$ cat src/rtl/pipeline_stall_controller_pkg.sv
// Shared types for the pipeline stall controller: FSM state encoding and
// the stage-control word with its all-zero NOP value.
package pipeline_stall_controller_pkg;

    typedef enum logic [1:0] {
        ST_RUN      = 2'd0,
        ST_MEM_WAIT = 2'd1,
        ST_FLUSH    = 2'd2
    } state_e;

    typedef struct packed {
        logic freeze_pc;
        logic freeze_if_id;
        logic bubble_id_exe;
        logic flush_if_id;
        logic freeze_back;
    } ctrl_t;

    localparam ctrl_t CTRL_NOP = 5'b00000;

    // Memory stall freezes the whole pipeline; an in-progress IF/ID flush is kept.
    function automatic ctrl_t ctrl_mem_stall(input logic flush);
        ctrl_t c;
        c               = CTRL_NOP;
        c.freeze_pc     = 1'b1;
        c.freeze_if_id  = 1'b1;
        c.freeze_back   = 1'b1;
        c.flush_if_id   = flush;
        return c;
    endfunction

endpackage

$ cat src/rtl/pipeline_stall_controller_sat_counter.sv
// Up-counter that sticks at all-ones; used for stall and memory-wait counts.
module sat_counter #(
    parameter int W = 16
) (
    input  logic         clk,
    input  logic         rst,
    input  logic         clr,
    input  logic         en,
    output logic [W-1:0] q
);

    // Counter register: clear dominates, increment stops at the maximum.
    always_ff @(posedge clk) begin
        if (rst || clr) begin
            q <= {W{1'b0}};
        end else if (en && (q != {W{1'b1}})) begin
            q <= q + {{(W-1){1'b0}}, 1'b1};
        end else begin
            q <= q;
        end
    end

endmodule

$ cat src/rtl/pipeline_stall_controller.sv
// Central freeze/flush/bubble sequencer for the 5-stage pipeline. Controls are
// Mealy outputs of the registered state and the current hazard/branch/memory inputs.
module pipeline_stall_controller
    import pipeline_stall_controller_pkg::*;
#(
    parameter int FLUSH_SLOTS = 1,
    parameter int MEM_TIMEOUT = 64,
    parameter int CNT_W       = 16
) (
    input  logic             clk,
    input  logic             rst,
    input  logic             hazard_detected,
    input  logic             branch_taken,
    input  logic             mem_req,
    input  logic             sram_ready,
    output logic             freeze_pc,
    output logic             freeze_if_id,
    output logic             bubble_id_exe,
    output logic             flush_if_id,
    output logic             freeze_back,
    output logic [1:0]       state_o,
    output logic [CNT_W-1:0] stall_count,
    output logic             mem_timeout
);

    localparam int                WAIT_W     = $clog2(MEM_TIMEOUT + 1);
    localparam logic [WAIT_W-1:0] TIMEOUT_V  = WAIT_W'(MEM_TIMEOUT);
    localparam logic [1:0]        FLUSH_INIT = 2'(FLUSH_SLOTS - 1);

    state_e            state_r, next_state_s;
    logic [1:0]        flush_cnt_r, flush_cnt_next_s;
    logic [WAIT_W-1:0] wait_cnt_s;
    logic              wait_en_s, wait_clr_s, timeout_set_s, mem_stall_s;
    ctrl_t             ctrl_s, ctrl_out_s;

    // Next-state and control decode; priority in RUN is memory > hazard > branch.
    always_comb begin
        ctrl_s           = CTRL_NOP;
        next_state_s     = state_r;
        flush_cnt_next_s = flush_cnt_r;
        wait_en_s        = 1'b0;
        wait_clr_s       = 1'b0;
        timeout_set_s    = 1'b0;
        mem_stall_s      = mem_req && !sram_ready;
        case (state_r)
            ST_RUN: begin
                if (mem_stall_s) begin
                    ctrl_s       = ctrl_mem_stall(1'b0);
                    next_state_s = ST_MEM_WAIT;
                    wait_en_s    = 1'b1;
                end else if (hazard_detected) begin
                    ctrl_s.freeze_pc     = 1'b1;
                    ctrl_s.freeze_if_id  = 1'b1;
                    ctrl_s.bubble_id_exe = 1'b1;
                end else if (branch_taken) begin
                    ctrl_s.flush_if_id = 1'b1;
                    if (FLUSH_SLOTS > 1) begin
                        next_state_s     = ST_FLUSH;
                        flush_cnt_next_s = FLUSH_INIT;
                    end else begin
                        next_state_s     = ST_RUN;
                    end
                end else begin
                    ctrl_s = CTRL_NOP;
                end
            end
            ST_MEM_WAIT: begin
                if (!sram_ready) begin
                    ctrl_s        = ctrl_mem_stall(1'b0);
                    wait_en_s     = 1'b1;
                    timeout_set_s = (wait_cnt_s >= TIMEOUT_V);
                end else begin
                    next_state_s = ST_RUN;
                    wait_clr_s   = 1'b1;
                end
            end
            ST_FLUSH: begin
                ctrl_s.flush_if_id = 1'b1;
                if (mem_stall_s) begin
                    ctrl_s           = ctrl_mem_stall(1'b1);
                    next_state_s     = ST_MEM_WAIT;
                    flush_cnt_next_s = 2'd0;
                    wait_en_s        = 1'b1;
                end else if (flush_cnt_r <= 2'd1) begin
                    next_state_s     = ST_RUN;
                    flush_cnt_next_s = 2'd0;
                end else begin
                    flush_cnt_next_s = flush_cnt_r - 2'd1;
                end
            end
            default: begin
                next_state_s     = ST_RUN;
                flush_cnt_next_s = 2'd0;
            end
        endcase
    end

    // State, flush slot counter and sticky timeout flag.
    always_ff @(posedge clk) begin
        if (rst) begin
            state_r     <= ST_RUN;
            flush_cnt_r <= 2'd0;
            mem_timeout <= 1'b0;
        end else begin
            state_r     <= next_state_s;
            flush_cnt_r <= flush_cnt_next_s;
            mem_timeout <= mem_timeout | timeout_set_s;
        end
    end

    sat_counter #(.W(WAIT_W)) u_wait_cnt (
        .clk (clk),
        .rst (rst),
        .clr (wait_clr_s),
        .en  (wait_en_s),
        .q   (wait_cnt_s)
    );

    sat_counter #(.W(CNT_W)) u_stall_cnt (
        .clk (clk),
        .rst (rst),
        .clr (1'b0),
        .en  (ctrl_out_s.freeze_pc),
        .q   (stall_count)
    );

    assign ctrl_out_s    = rst ? CTRL_NOP : ctrl_s;
    assign freeze_pc     = ctrl_out_s.freeze_pc;
    assign freeze_if_id  = ctrl_out_s.freeze_if_id;
    assign bubble_id_exe = ctrl_out_s.bubble_id_exe;
    assign flush_if_id   = ctrl_out_s.flush_if_id;
    assign freeze_back   = ctrl_out_s.freeze_back;
    assign state_o       = state_r;

endmodule

$ cat config.mk
export PLATFORM = sky130hd
export DESIGN_NAME = pipeline_stall_controller
export DESIGN_NICKNAME = d
export VERILOG_FILES = /design/src/rtl/pipeline_stall_controller_pkg.sv /design/src/rtl/pipeline_stall_controller_sat_counter.sv /design/src/rtl/pipeline_stall_controller.sv
export SDC_FILE = /design/constraint.sdc
export NUM_CORES = 1
export LEC_CHECK = 0
export CORE_MARGIN = 10
export CORE_UTILIZATION = 35
export CTS_CLUSTER_DIAMETER = 50
export CTS_CLUSTER_SIZE = 16
export DETAILED_ROUTE_END_ITERATION = 10
export SLEW_MARGIN = 5
export SYNTH_ARGS = -nofsm -noshare
export SYNTH_HDL_FRONTEND = slang
export SYNTH_HIERARCHICAL = 1
export SYNTH_SLANG_ARGS = --single-unit
$ cat constraint.sdc
create_clock -name clk -period 4.47 [get_ports clk]
set_input_delay 1.1175 -clock clk [delete_from_list [all_inputs] [get_ports clk]]
set_output_delay 1.1175 -clock clk [all_outputs]
set_load 0.01 [all_outputs]
## Word-level counts from Yosys, hierarchy flattened

Cells that the tools add are included.

| storage, ports and cells | value |
|---|---|
| bits in registers | 28 |
| latch bits | 0 |
| memory bits (writable) | 0 |
| ROM bits | 0 |
| bits of input ports | 6 |
| output and inout bits | 24 |
| logic and storage cells | 53 |
| memories kept | 0 |

| operators by class | value |
|---|---|
| add/sub/neg operators | 3 |
| $mul | 0 |
| divide/modulo/power cells | 0 |
| order comparisons | 2 |
| eq/ne operators | 8 |
| shifts and indexed selects | 0 |
| multiplexer cells | 25 |
| bitwise logic cells | 1 |
| reduce and logical (&&, ||, !) cells | 9 |

Operators by type and width:

| cell | number |
|---|---|
| 2-to-1 mux 5 bit | 4 |
| 2-to-1 mux 2 bit | 9 |
| adder 16 x 1 -> 16 bit, second input constant | 1 |
| != test 16 bit, second input constant | 1 |
| case mux 5 bit (3 select lines) | 1 |
| != test 3 bit, second input constant | 3 |
| adder 7 x 1 -> 7 bit, second input constant | 1 |
| >= comparator 7 bit, second input constant | 1 |
| 2-to-1 mux 1 bit | 7 |
| != test 7 bit, second input constant | 1 |
| case mux 2 bit (3 select lines) | 1 |
| case mux 2 bit (2 select lines) | 1 |
| AND reduction 4 bit | 1 |
| OR reduction 2 bit | 2 |
| logical AND 1 bit | 3 |
| 2-to-1 mux 3 bit | 1 |
| == test 2 x 1 -> 1 bit, second input constant | 1 |
| == test 2 bit, second input constant | 1 |
| less-or-equal comparator 2 x 1 -> 1 bit, second input constant | 1 |
| logical NOT 2 bit | 1 |
| != test 2 bit, second input constant | 1 |
| case mux 1 bit (2 select lines) | 1 |
| subtractor 2 x 1 -> 2 bit, second input constant | 1 |
| logical NOT 1 bit | 1 |
| other kinds (2) | 2 |

## Depth between registers and ports, before layout

Gate-level depths: netlist of the first run.

| logic depth | value |
|---|---|
| word-level depth | 6 |
| depth in mapped cells | 6 |
| depth with buffers taken out | 6 |

## Hierarchy

Netlist of the first run, hierarchy kept.

By module, submodules not included:

| module | times used | cells each | area an instance (µm²) |
|---|---|---|---|
| sat_counter at u_stall_cnt | 1 | 95 | 847.1 |
| sat_counter at u_wait_cnt | 1 | 36 | 341.6 |
| pipeline_stall_controller | 1 | 19 | 160.2 |

## Worst setup path before layout of the first run

Ideal clock, no wire load.

| timing path | value |
|---|---|
| path type | in2out |
| start | input sram_ready |
| end | output freeze_pc |
| arrival time | 1871 ps |
| required time | 3353 ps |
| setup slack | 1482 ps |
| stages | 3 |
| path buffers | 1 |
| cells stage by stage | o21bai_2 -> a21oi_2 -> buf_4 |

| between the ends | value |
|---|---|
| cells in the longest elaborated chain, start to end | 5 |
| elaborated cells on any way between the ends | 7 |
| classes of those cells | mux (5); reduce/logical (2) |

RTL lines:

| item | line | source |
|---|---|---|
| start: declaration | pipeline_stall_controller.sv:15 | `input logic sram_ready,` |
| logical NOT 1 bit | -- |  |
| logical AND 1 bit | pipeline_stall_controller.sv:44 | `mem_stall_s = mem_req && !sram_ready;` |
| 2-to-1 mux 5 bit, on equally long branches | pipeline_stall_controller.sv:79, pipeline_stall_controller.sv:47 |  |
| case mux 5 bit (3 select lines) * | pipeline_stall_controller.sv:45 | `case (state_r)` |
| 2-to-1 mux 5 bit * | pipeline_stall_controller.sv:127 | `assign ctrl_out_s = rst ? CTRL_NOP : ctrl_s;` |
| end: declaration | pipeline_stall_controller.sv:16 | `output logic freeze_pc,` |

Every way passes the cells marked *; elsewhere a longest branch is shown, timed or not.

## Worst setup path in the final report of the first run

| timing path | value |
|---|---|
| start | input rst |
| end | output bubble_id_exe |

| between the ends | value |
|---|---|
| cells in the longest elaborated chain, start to end | 1 |

RTL lines:

| item | line | source |
|---|---|---|
| start: declaration | pipeline_stall_controller.sv:11 | `input logic rst,` |
| 2-to-1 mux 5 bit | pipeline_stall_controller.sv:127 |  |
| end: declaration | pipeline_stall_controller.sv:18 | `output logic bubble_id_exe,` |

Every way passes these cells.

==> results of run 1 <==
## cell type report
type                       instances  area share [%]
multi-input combinational        119            47.5
sequential                        25            29.1
timing repair buffer              29            16.7
tap                               48            3.49
clock buffer                       4            2.62
inverter                           3           0.654
## through the flow
stage	cells	area [um2]	utilization (%)	setup slack (ns)
final	228	1720	46.7	0.706
after global routing	228	1720	46.7	0.604
after CTS	228	1720	46.7	0.687
after detailed placement	224	1680	45.5	0.681
after global placement	224	1680	45.5	0.742
after floorplan	152	1360	-	1.48
## layer usage
metal / track usage (%) / share of wire, %
met1: 12.8 / 49
met2: 15.7 / 43
met3: 2.95 / 6.1
met4: 4.08 / 1.3
met5: 0 / 0
## worst reg2reg max path, cell delays in order (launching register included)
cell	delay, ns
dfxtp_1	0.47
o21bai_2	0.15
a21oi_2	0.20
buf_4	0.18
nand4_1	0.17
a211oi_1	0.44
a31oi_1	0.15
a41o_1	0.21
## cells by family after synthesis
family                   after synthesis  synth area share [%]
AND/OR/NAND/NOR                       69                  33.3
XOR/XNOR                               3                  1.95
other                                  1                 0.278
buffers and inverters                  8                  2.88
multiplexers                           2                  1.48
AO/OA/AOI/OAI                         40                  21.2
flip-flops                            25                  37.1
adder cells (fa/ha/maj)                2                  1.85
## report_power, final
part / switching (mW) / internal, mW
clock network: 0.0707 / 0.0637
logic: 0.0193 / 0.0186
registers: 0.00295 / 0.225
total: 0.0930 / 0.307
## flip-flops by register name (all words and copies together) (netlist names)
register       count
u_stall_cnt/q     16
mem_timeout        1
state_o            1
u_wait_cnt/q       7
## worst max-delay path by stage
stage,from,endpoint,slack [ns],cells past startpoint
final,rst,bubble_id_exe,0.71,3
after floorplan,sram_ready,freeze_pc,1.48,3
after CTS,rst,bubble_id_exe,0.69,3
after global routing,rst,bubble_id_exe,0.60,3
after detailed placement,rst,bubble_id_exe,0.68,3
after global placement,rst,bubble_id_exe,0.74,3
## synthesized netlist by cell type, types with 2 or more instances
master    number
a21oi_1       12
clkbuf_1       2
or4_1          3
dfxtp_1       25
xor2_1         2
and4_1         5
inv_1          3
nand2b_1       2
nand4_1        5
a41oi_1        2
ha_1           2
and2_1         2
and3_4         3
o31ai_1        3
a41o_1         4
a211oi_1       2
or3_1          5
nand2_1       11
nor2_1        11
nor3_1         3
mux2i_1        2
nand3_1        7
buf_4          2
a31oi_1        4
nor4_2         2
o21ai_0        6
==> results.md, run 1 <==
- Outcome: completed
- Die height: 82.1 um
- Max cap viols: 0
- Crit-path cells: clkdlybuf4s50_1 -> nor4b_2 -> clkdlybuf4s50_1
- Max incr delay on CP: 0.60 ns
- Synth Register Bits: 25
- Max-slew violations: 0
- Routed Antenna Nets: 0
- Design Power: 0.400 mW
- Routed via count: 1,226
- Asr flop ratio synth: 0%
- Die Wd: 82.1 um
- Slew @ Worst Pin: 0.641 ns
- CTS tree: done
- Register Area: 500 um2
- Port bufs: 28
- Worst reg2reg setup slack: 2.40 ns
- HP Class: reg -> reg
- First-pass GRT wire length: 5.43 mm
- Cells taking the most area after synthesis: dfxtp_1 37%, a21oi_1 4.5%, and4_1 3.2%, nand2_1 3.1%, nor2_1 3.1%
- Area of the multi-input gates: 817 um2
- Layout cells sized above 1: 11.7%
- Area leader, netlist: dfxtp_1
- Fill cell count: 367
- Wire per inst: 14.5 um
- Peak supply drop: 116 uV
- Vias/cell: 5.38
- Clock Path Buffers: 2
- Post CTS Setup Buffer Count: 0
- HPWL Detailed: 2.49 mm
- FP Rows: 22
- Synth Flop Type: dfxtp_1
- Buf/Inv on CP: 2
- EDFF count, synth: 0
- CP most frequent cell: clkdlybuf4s50_1
- Total clock sinks: 25
- Reg2reg start: state_o[0]
- Worst EP required: 3.35 ns
- Clk_lat worst skew: 0.27 ns
- Top Family by Delay on Critical Path: buffers and inverters
- CTS resizes: 0
- Minimum clock period: 3.76 ns
- Cell variety after synth: 46
- Vias in the first global route: 1,098
- Top Ports: 30
- Hold Slack: 0.455 ns
- Syn_area_per_cell: 8.99 um2
- Die ar.: 6740 um2
- Starting DRT DRC Count: 94
- Drt first pass iters: 4
- R2R Path End: u_stall_cnt/q[10]
- Power per Cell Area: 232 nW/um2
- H-tree lvl count: 1
- Crit-path slowest cell: clkdlybuf4s50_1
- Placeable Area: 3690 um2
- Cells after Synth: 150
- Synthesized cell area: 1350 um2
- Setup-failing EPs final: 0
- R2r worst-path depth: 7
- Hold Path End: mem_timeout
- Most frequent cells in the layout: 28 x clkdlybuf4s50_1, 25 x dfxtp_1, 12 x a21oi_1
- Warnings from Yosys: 6
- DR DRC count: 0
- Largest net degree at the start of global routing: 16
- Grt total ovfl: 0
- Slew headroom: 56.9%
- Clock root cell: clkbuf_8
- Diode count: 0
- WP data arrival: 2.65 ns
- Unrepaired setup endpoints after global routing: false
- Commonest non-fill, non-tap cell in the layout: clkdlybuf4s50_1
- Hold wc startpoint: mem_timeout
- WL final: 3.30 mm
- Crit. End Element: output port
- Critical path class: in -> out
- Global Route Usage Sum: 10.1%
- Final #Nets: 189
- Critical-path maximum fanout: 11
- Setup TNS: 0 ns
- Clock Skew: 0.00460 ns
- Period utilization: 84.2%
- Post-synthesis sequential area ratio: 37.1%
- Clock transition at the registers of the reported paths: 0.09 ns
- Achievable frequency: 266 MHz
- Final RePlAce weighted congestion: 0.821
- Worst Hold Depth: 2
- Pleak: 0.599 nW
- Syn-to-layout area delta: 27.6%
- Initial antenna violation count: 0
- Type of origin of the critical path: input port
- Inserted Clock Buffers: 3
- Top-area cell type share of the netlist area: 37.1%
- CTS Hold Bufs: 0
- Endpoints failing hold: 0
- Initial Util: 36.6%
No activity file was read; power rests on OpenSTA's default activity.
==> inputs of run 2 (changes only) <==
==> constraint.sdc (replaced) <==
create_clock -name clk -period 3.8 [get_ports clk]
set_input_delay 0.95 -clock clk [delete_from_list [all_inputs] [get_ports clk]]
set_output_delay 0.95 -clock clk [all_outputs]
set_load 0.01 [all_outputs]
==> run 2 against run 1 <==
  * Via count rose by 0.90%
  * Highest routed layer unchanged
  * Sequential share of layout area fell by 0.063 points
  * Global-route usage rose by 0.16 points
==> results.md, run 2 (synthesized netlist as in run 1, its figures left out) <==
- Area after DPL: 1680 um2 (unchanged)
- Top Ports: 30 (unchanged)
- Worst reg2reg setup slack: 1.74 ns (-0.66 ns)
- Routed Antenna Nets: 0 (unchanged)
- Worst Setup Slack, final: 0.355 ns (-0.351 ns)
- DR DRC count: 0 (unchanged)
- CTS tree: done
- Clk_lat worst skew: 0.27 ns (about the same)
- Post CTS Setup Buffer Count: 0 (unchanged)
- Layout Cells excl Fill: 228 (unchanged)
- H-tree lvl count: 1 (unchanged)
- Clock transition at the registers of the reported paths: 0.09 ns (about the same)
- Wire per inst: 14.4 um (-0.94%)
- Max-slew violations: 0 (unchanged)
- Initial Util: 36.6% (unchanged)
- CTS resizes: 0 (unchanged)
- Design Power: 0.473 mW (+18%)
- Inserted Clock Buffers: 3 (unchanged)
- Achievable frequency: 290 MHz
- Max cap viols: 0 (unchanged)
- Crit-path cells: clkdlybuf4s50_1 -> nor4b_2 -> clkdlybuf4s50_1
- Vias in the first global route: 1,178 (+7.3%)
- Setup-failing EPs final: 0 (unchanged)
- Die height: 82.1 um (unchanged)
- Placeable Area: 3690 um2 (unchanged)
- Die ar.: 6740 um2 (unchanged)
- R2R Path End: u_stall_cnt/q[10]
- Max incr delay on CP: 0.62 ns (+0.02 ns)
- Final #Nets: 189 (unchanged)
- Fill cell count: 357 (-2.7%)
- Port bufs: 28 (unchanged)
- Placed Cells incl. Taps: 224 (unchanged)
- Grt total ovfl: 0 (unchanged)
- Worst EP required: 2.85 ns (-0.50 ns)
- Buf/Inv on CP: 2 (unchanged)
- Slew @ Worst Pin: 0.657 ns (+0.0165 ns)
- Critical path class: in -> out
- Worst Hold Depth: 2 (unchanged)
- Layout cells sized above 1: 12.2% (+0.56 points)
- Setup TNS: 0 ns (unchanged)
- Area of the multi-input gates: 817 um2 (unchanged)
- Initial antenna violation count: 0 (unchanged)
- Total clock sinks: 25 (unchanged)
- Crit-path slowest cell: clkdlybuf4s50_1
- Unrepaired setup endpoints after global routing: false
- Clock root cell: clkbuf_8
- Clock Skew: 0.00566 ns (+0.00106 ns)
- Endpoints failing hold: 0 (unchanged)
- WL final: 3.27 mm (-0.94%)
- Period utilization: 90.7%
- Outcome: completed
- Reg2reg start: state_o[0]
- Crit path depth: 3 (unchanged)
- CP most frequent cell: clkdlybuf4s50_1
- Top Registers: u_stall_cnt/q (16), u_wait_cnt/q (7)
- Worst setup path start: rst
- Routed via count: 1,237 (+0.90%)
- Peak supply drop: 170 uV (+47%)
- Global Route Usage Sum: 10.2% (+0.16 points)
- Type of origin of the critical path: input port
- Max reg flops: 16 (unchanged)
- Diode count: 0 (unchanged)
- Register Area: 500 um2 (unchanged)
- Final RePlAce weighted congestion: 0.788 (-4.0%)
- Drt first pass iters: 4 (unchanged)
- Post-route core utilization: 46.8% (+0.10 points)
- Syn-to-layout area delta: 27.9%
- Pleak: 0.598 nW (-0.17%)
- First-pass GRT wire length: 5.53 mm (+1.9%)
- Hold Slack: 0.456 ns (+0.000861 ns)
- Final Cell Area: 1730 um2 (+0.22%)
- Setup crit end: bubble_id_exe
- Slew headroom: 55.8% (-1.1 points)
- Vias/cell: 5.43 (+0.90%)
- FP Rows: 22 (unchanged)
- WP data arrival: 2.49 ns (-0.16 ns)
- HP Class: reg -> reg
- Top Family by Delay on Critical Path: buffers and inverters
- HPWL Detailed: 2.50 mm (+0.57%)
- Most frequent cells in the layout: 28 x clkdlybuf4s50_1, 25 x dfxtp_1, 12 x a21oi_1
- Critical-path maximum fanout: 11 (unchanged)
- Commonest non-fill, non-tap cell in the layout: clkdlybuf4s50_1
- Largest reg by FF count: u_stall_cnt/q
- R2r worst-path depth: 7 (unchanged)
- Largest net degree at the start of global routing: 16 (unchanged)
- Minimum clock period: 3.44 ns
- Setup WS pre-CTS: 0.369 ns (-0.312 ns)
- Power per Cell Area: 274 nW/um2 (+18%)
- Crit. End Element: output port
- Die Wd: 82.1 um (unchanged)
- Starting DRT DRC Count: 115 (+22%)
- CTS Hold Bufs: 0 (unchanged)
- Clock Path Buffers: 2 (unchanged)
-- run 2: cell types whose count changed in the layout (fill, tap and decap cells not counted) --
| cell | change |
|---|---|
| clkbuf_1 | -1 |
| clkinvlp_4 | +1 |
-- run 2: where the power goes --
group	switching (mW)	internal [mW]	total, mW	leakage, nW
Sequential	0.00357	0.264	0.268	0.202
Combinational	0.0227	0.0218	0.0446	0.374
Clock	0.0864	0.0744	0.161	0.0217
-- run 2: worst register-to-register path, cell delays in order, from the launching register on --
cell,delay (ns)
dfxtp_1,0.48
o21bai_2,0.15
a21oi_2,0.19
buf_4,0.18
nand4_1,0.16
a211oi_1,0.44
a31oi_1,0.15
a41o_1,0.21
-- run 2: worst min-delay path by stage --
stage,to,from,slack [ns]
2_1_floorplan,u_wait_cnt/q[1],u_wait_cnt/q[1],0.46
3_3_place_gp,mem_timeout,mem_timeout,0.45
4_1_cts,mem_timeout,mem_timeout,0.46
5_1_grt,mem_timeout,mem_timeout,0.49
6_report,mem_timeout,mem_timeout,0.46
3_5_place_dp,mem_timeout,mem_timeout,0.45
-- run 2: area by class of cell --
type | instances | area share (%)
Tap cell | 48 | 3.48
Inverter | 3 | 0.653
Clock buffer | 3 | 2.39
Timing Repair Buffer | 29 | 16.7
Sequential cell | 25 | 29.0
Clock inverter | 1 | 0.435
Multi-Input combinational cell | 119 | 47.4
-- run 2: routing by layer --
| layer | global-route usage (%) | vias up | part of all wire (%) | wire (um) |
|---|---|---|---|---|
| li1 | - | 642 | - | - |
| met1 | 12.9 | 562 | 48 | 1590 |
| met2 | 16.0 | 28 | 44 | 1430 |
| met3 | 2.73 | 5 | 6.1 | 200 |
| met4 | 4.59 | 0 | 1.8 | 58 |
| met5 | 0 | - | 0 | 0 |
==> inputs of run 3 (changes only) <==
--- a/config.mk
+++ b/config.mk
@@ -5,11 +5,13 @@
 export SDC_FILE = /design/constraint.sdc
 export NUM_CORES = 1
 export LEC_CHECK = 0
-export CORE_MARGIN = 10
+export CELL_PAD_IN_SITES_DETAIL_PLACEMENT = 1
+export CELL_PAD_IN_SITES_GLOBAL_PLACEMENT = 1
 export CORE_UTILIZATION = 35
 export CTS_CLUSTER_DIAMETER = 50
 export CTS_CLUSTER_SIZE = 16
 export DETAILED_ROUTE_END_ITERATION = 10
+export PLACE_DENSITY_LB_ADDON = 0.1
 export SLEW_MARGIN = 5
 export SYNTH_ARGS = -nofsm -noshare
 export SYNTH_HDL_FRONTEND = slang
==> run 3 against run 2 <==
  * Non-clock buffer count did not move
  * Worst setup slack got worse by 0.0048 ns
  * Die area fell by 39%
  * Wire length rose by 5.8%
  * Power fell by 0.42%
  * Clock skew fell by 0.0015 ns
  * Largest power group unchanged
==> results.md, run 3 (synthesized netlist as in run 1, its figures left out) <==
- Final #Nets: 189 (unchanged)
- Inserted Clock Buffers: 3 (unchanged)
- Worst reg2reg setup slack: 1.68 ns (-0.06 ns)
- Placed Cells incl. Taps: 224 (unchanged)
- Clk_lat worst skew: 0.26 ns (about the same)
- Drt first pass iters: 4 (unchanged)
- Power per Cell Area: 274 nW/um2 (-0.28%)
- Achievable frequency: 290 MHz (-0.14%)
- Top Ports: 30 (unchanged)
- CTS tree: done
- Type of origin of the critical path: input port
- Die ar.: 4110 um2 (-39%)
- Unrepaired setup endpoints after global routing: false
- HPWL Detailed: 2.58 mm (+3.3%)
- R2r worst-path depth: 7 (unchanged)
- Top Registers: u_stall_cnt/q (16), u_wait_cnt/q (7)
- Fill cell count: 450 (+26%)
- CP most frequent cell: clkdlybuf4s50_1
- Commonest non-fill, non-tap cell in the layout: clkdlybuf4s50_1
- Worst setup path start: rst
- WL final: 3.46 mm (+5.8%)
- Die Wd: 64.1 um (-22%)
- Placeable Area: 3690 um2 (unchanged)
- Wire per inst: 15.2 um (+5.8%)
- Outcome: completed
- Slew @ Worst Pin: 0.627 ns (-0.0299 ns)
- Max incr delay on CP: 0.61 ns (about the same)
- Initial antenna violation count: 0 (unchanged)
- R2R Path End: u_stall_cnt/q[6]
- Minimum clock period: 3.45 ns (+0.00481 ns)
- Design Power: 0.471 mW (-0.42%)
- Most frequent cells in the layout: 28 x clkdlybuf4s50_1, 25 x dfxtp_1, 12 x a21oi_1
- First-pass GRT wire length: 5.84 mm (+5.6%)
- DR DRC count: 0 (unchanged)
- Buf/Inv on CP: 2 (unchanged)
- Clock transition at the registers of the reported paths: 0.09 ns (about the same)
- Crit. End Element: output port
- Max reg flops: 16 (unchanged)
- HP Class: reg -> reg
- Critical path class: in -> out
- Hold wc startpoint: mem_timeout
- Setup-failing EPs final: 0 (unchanged)
- Max cap viols: 0 (unchanged)
- Pleak: 0.602 nW (+0.63%)
- H-tree lvl count: 1 (unchanged)
- Routed Antenna Nets: 0 (unchanged)
- Crit path depth: 3 (unchanged)
- Post CTS Setup Buffer Count: 0 (unchanged)
- Critical-path maximum fanout: 11 (unchanged)
- CTS Hold Bufs: 0 (unchanged)
- Clock root cell: clkbuf_8
- Setup crit end: bubble_id_exe
- Final RePlAce weighted congestion: 0.807 (+2.5%)
- Port bufs: 28 (unchanged)
- Routed via count: 1,288 (+4.1%)
- Worst Setup Slack, final: 0.350 ns (-0.00481 ns)
- Initial Util: 36.6% (unchanged)
- Syn-to-layout area delta: 27.7%
- Clock Skew: 0.00411 ns (-0.00155 ns)
- Starting DRT DRC Count: 71 (-38%)
- Worst EP required: 2.85 ns (about the same)
- Post-route core utilization: 46.7% (-0.068 points)
- Endpoints failing hold: 0 (unchanged)
- Grt total ovfl: 0 (unchanged)
- Clock Path Buffers: 2 (unchanged)
- Layout Cells excl Fill: 228 (unchanged)
- Setup WS pre-CTS: 0.335 ns (-0.0337 ns)
- Worst Hold Depth: 2 (unchanged)
- Period utilization: 90.8% (+0.13 points)
- FP Rows: 22 (unchanged)
- Die height: 64.1 um (-22%)
- Layout cells sized above 1: 12.2% (unchanged)
- Diode count: 0 (unchanged)
- Setup TNS: 0 ns (unchanged)
- Vias in the first global route: 1,241 (+5.3%)
- Peak supply drop: 106 uV (-38%)
- Slew headroom: 57.8% (+2.0 points)
- Total clock sinks: 25 (unchanged)
- CTS resizes: 0 (unchanged)
- Global Route Usage Sum: 18.0% (+7.8 points)
- Reg2reg start: state_o[0]
- Vias/cell: 5.65 (+4.1%)
- Crit-path slowest cell: clkdlybuf4s50_1
- Crit-path cells: clkdlybuf4s50_1 -> nor4b_2 -> clkdlybuf4s50_1
- Largest reg by FF count: u_stall_cnt/q
- WP data arrival: 2.50 ns (about the same)
- Top Family by Delay on Critical Path: buffers and inverters
- Max-slew violations: 0 (unchanged)
- Largest net degree at the start of global routing: 16 (unchanged)
-- run 3: changes by cell type in the layout (fill, tap and decap cells not counted), sizes merged --
cell	change
clkinv	+1
clkinvlp	-1
-- run 3: worst min-delay path by stage --
stage	to	slack, ns
after floorplan	u_wait_cnt/q[1]	0.46
after global placement	mem_timeout	0.45
after detailed placement	mem_timeout	0.46
after CTS	mem_timeout	0.48
after global routing	mem_timeout	0.50
final	mem_timeout	0.48
-- run 3: cell type report --
cell class / instances / area [um2] / area share [%]
multi-input combinational: 119 / 817 / 47.4
sequential: 25 / 500 / 29.0
timing repair buffer: 29 / 288 / 16.7
tap: 48 / 60.1 / 3.49
clock buffer: 3 / 41.3 / 2.40
inverter: 3 / 11.3 / 0.654
clock inverter: 1 / 5.00 / 0.290
-- run 3: metal layers --
layer / up-vias / share of wire, % / track usage, %
li1: 639 / - / -
met3: 2 / 2.7 / 3.04
met4: 0 / 0.69 / 5.11
met2: 23 / 46 / 28.7
met1: 624 / 50 / 24.8
met5: - / 0 / 0
-- run 3: through the flow --
step	cell area (um2)	hold WS, ns
4_1_cts	1720	0.483
6_report	1720	0.477
2_1_floorplan	1360	0.461
5_1_grt	1720	0.501
3_5_place_dp	1680	0.464
3_3_place_gp	1680	0.447
-- run 3: worst min-delay path, delay by kind of cell, from the launching register on --
kind | cells | cell delay, ns
AO/OA/AOI/OAI | 1 | 0.06
flip-flops | 1 | 0.32
buffers and inverters | 1 | 0.05
-- run 3: where the power goes --
group | total [mW] | switching, mW | internal [mW]
sequential | 0.268 | 0.00378 | 0.264
clock | 0.158 | 0.0846 | 0.0732
combinational | 0.0454 | 0.0236 | 0.0219
total | 0.471 | 0.112 | 0.359
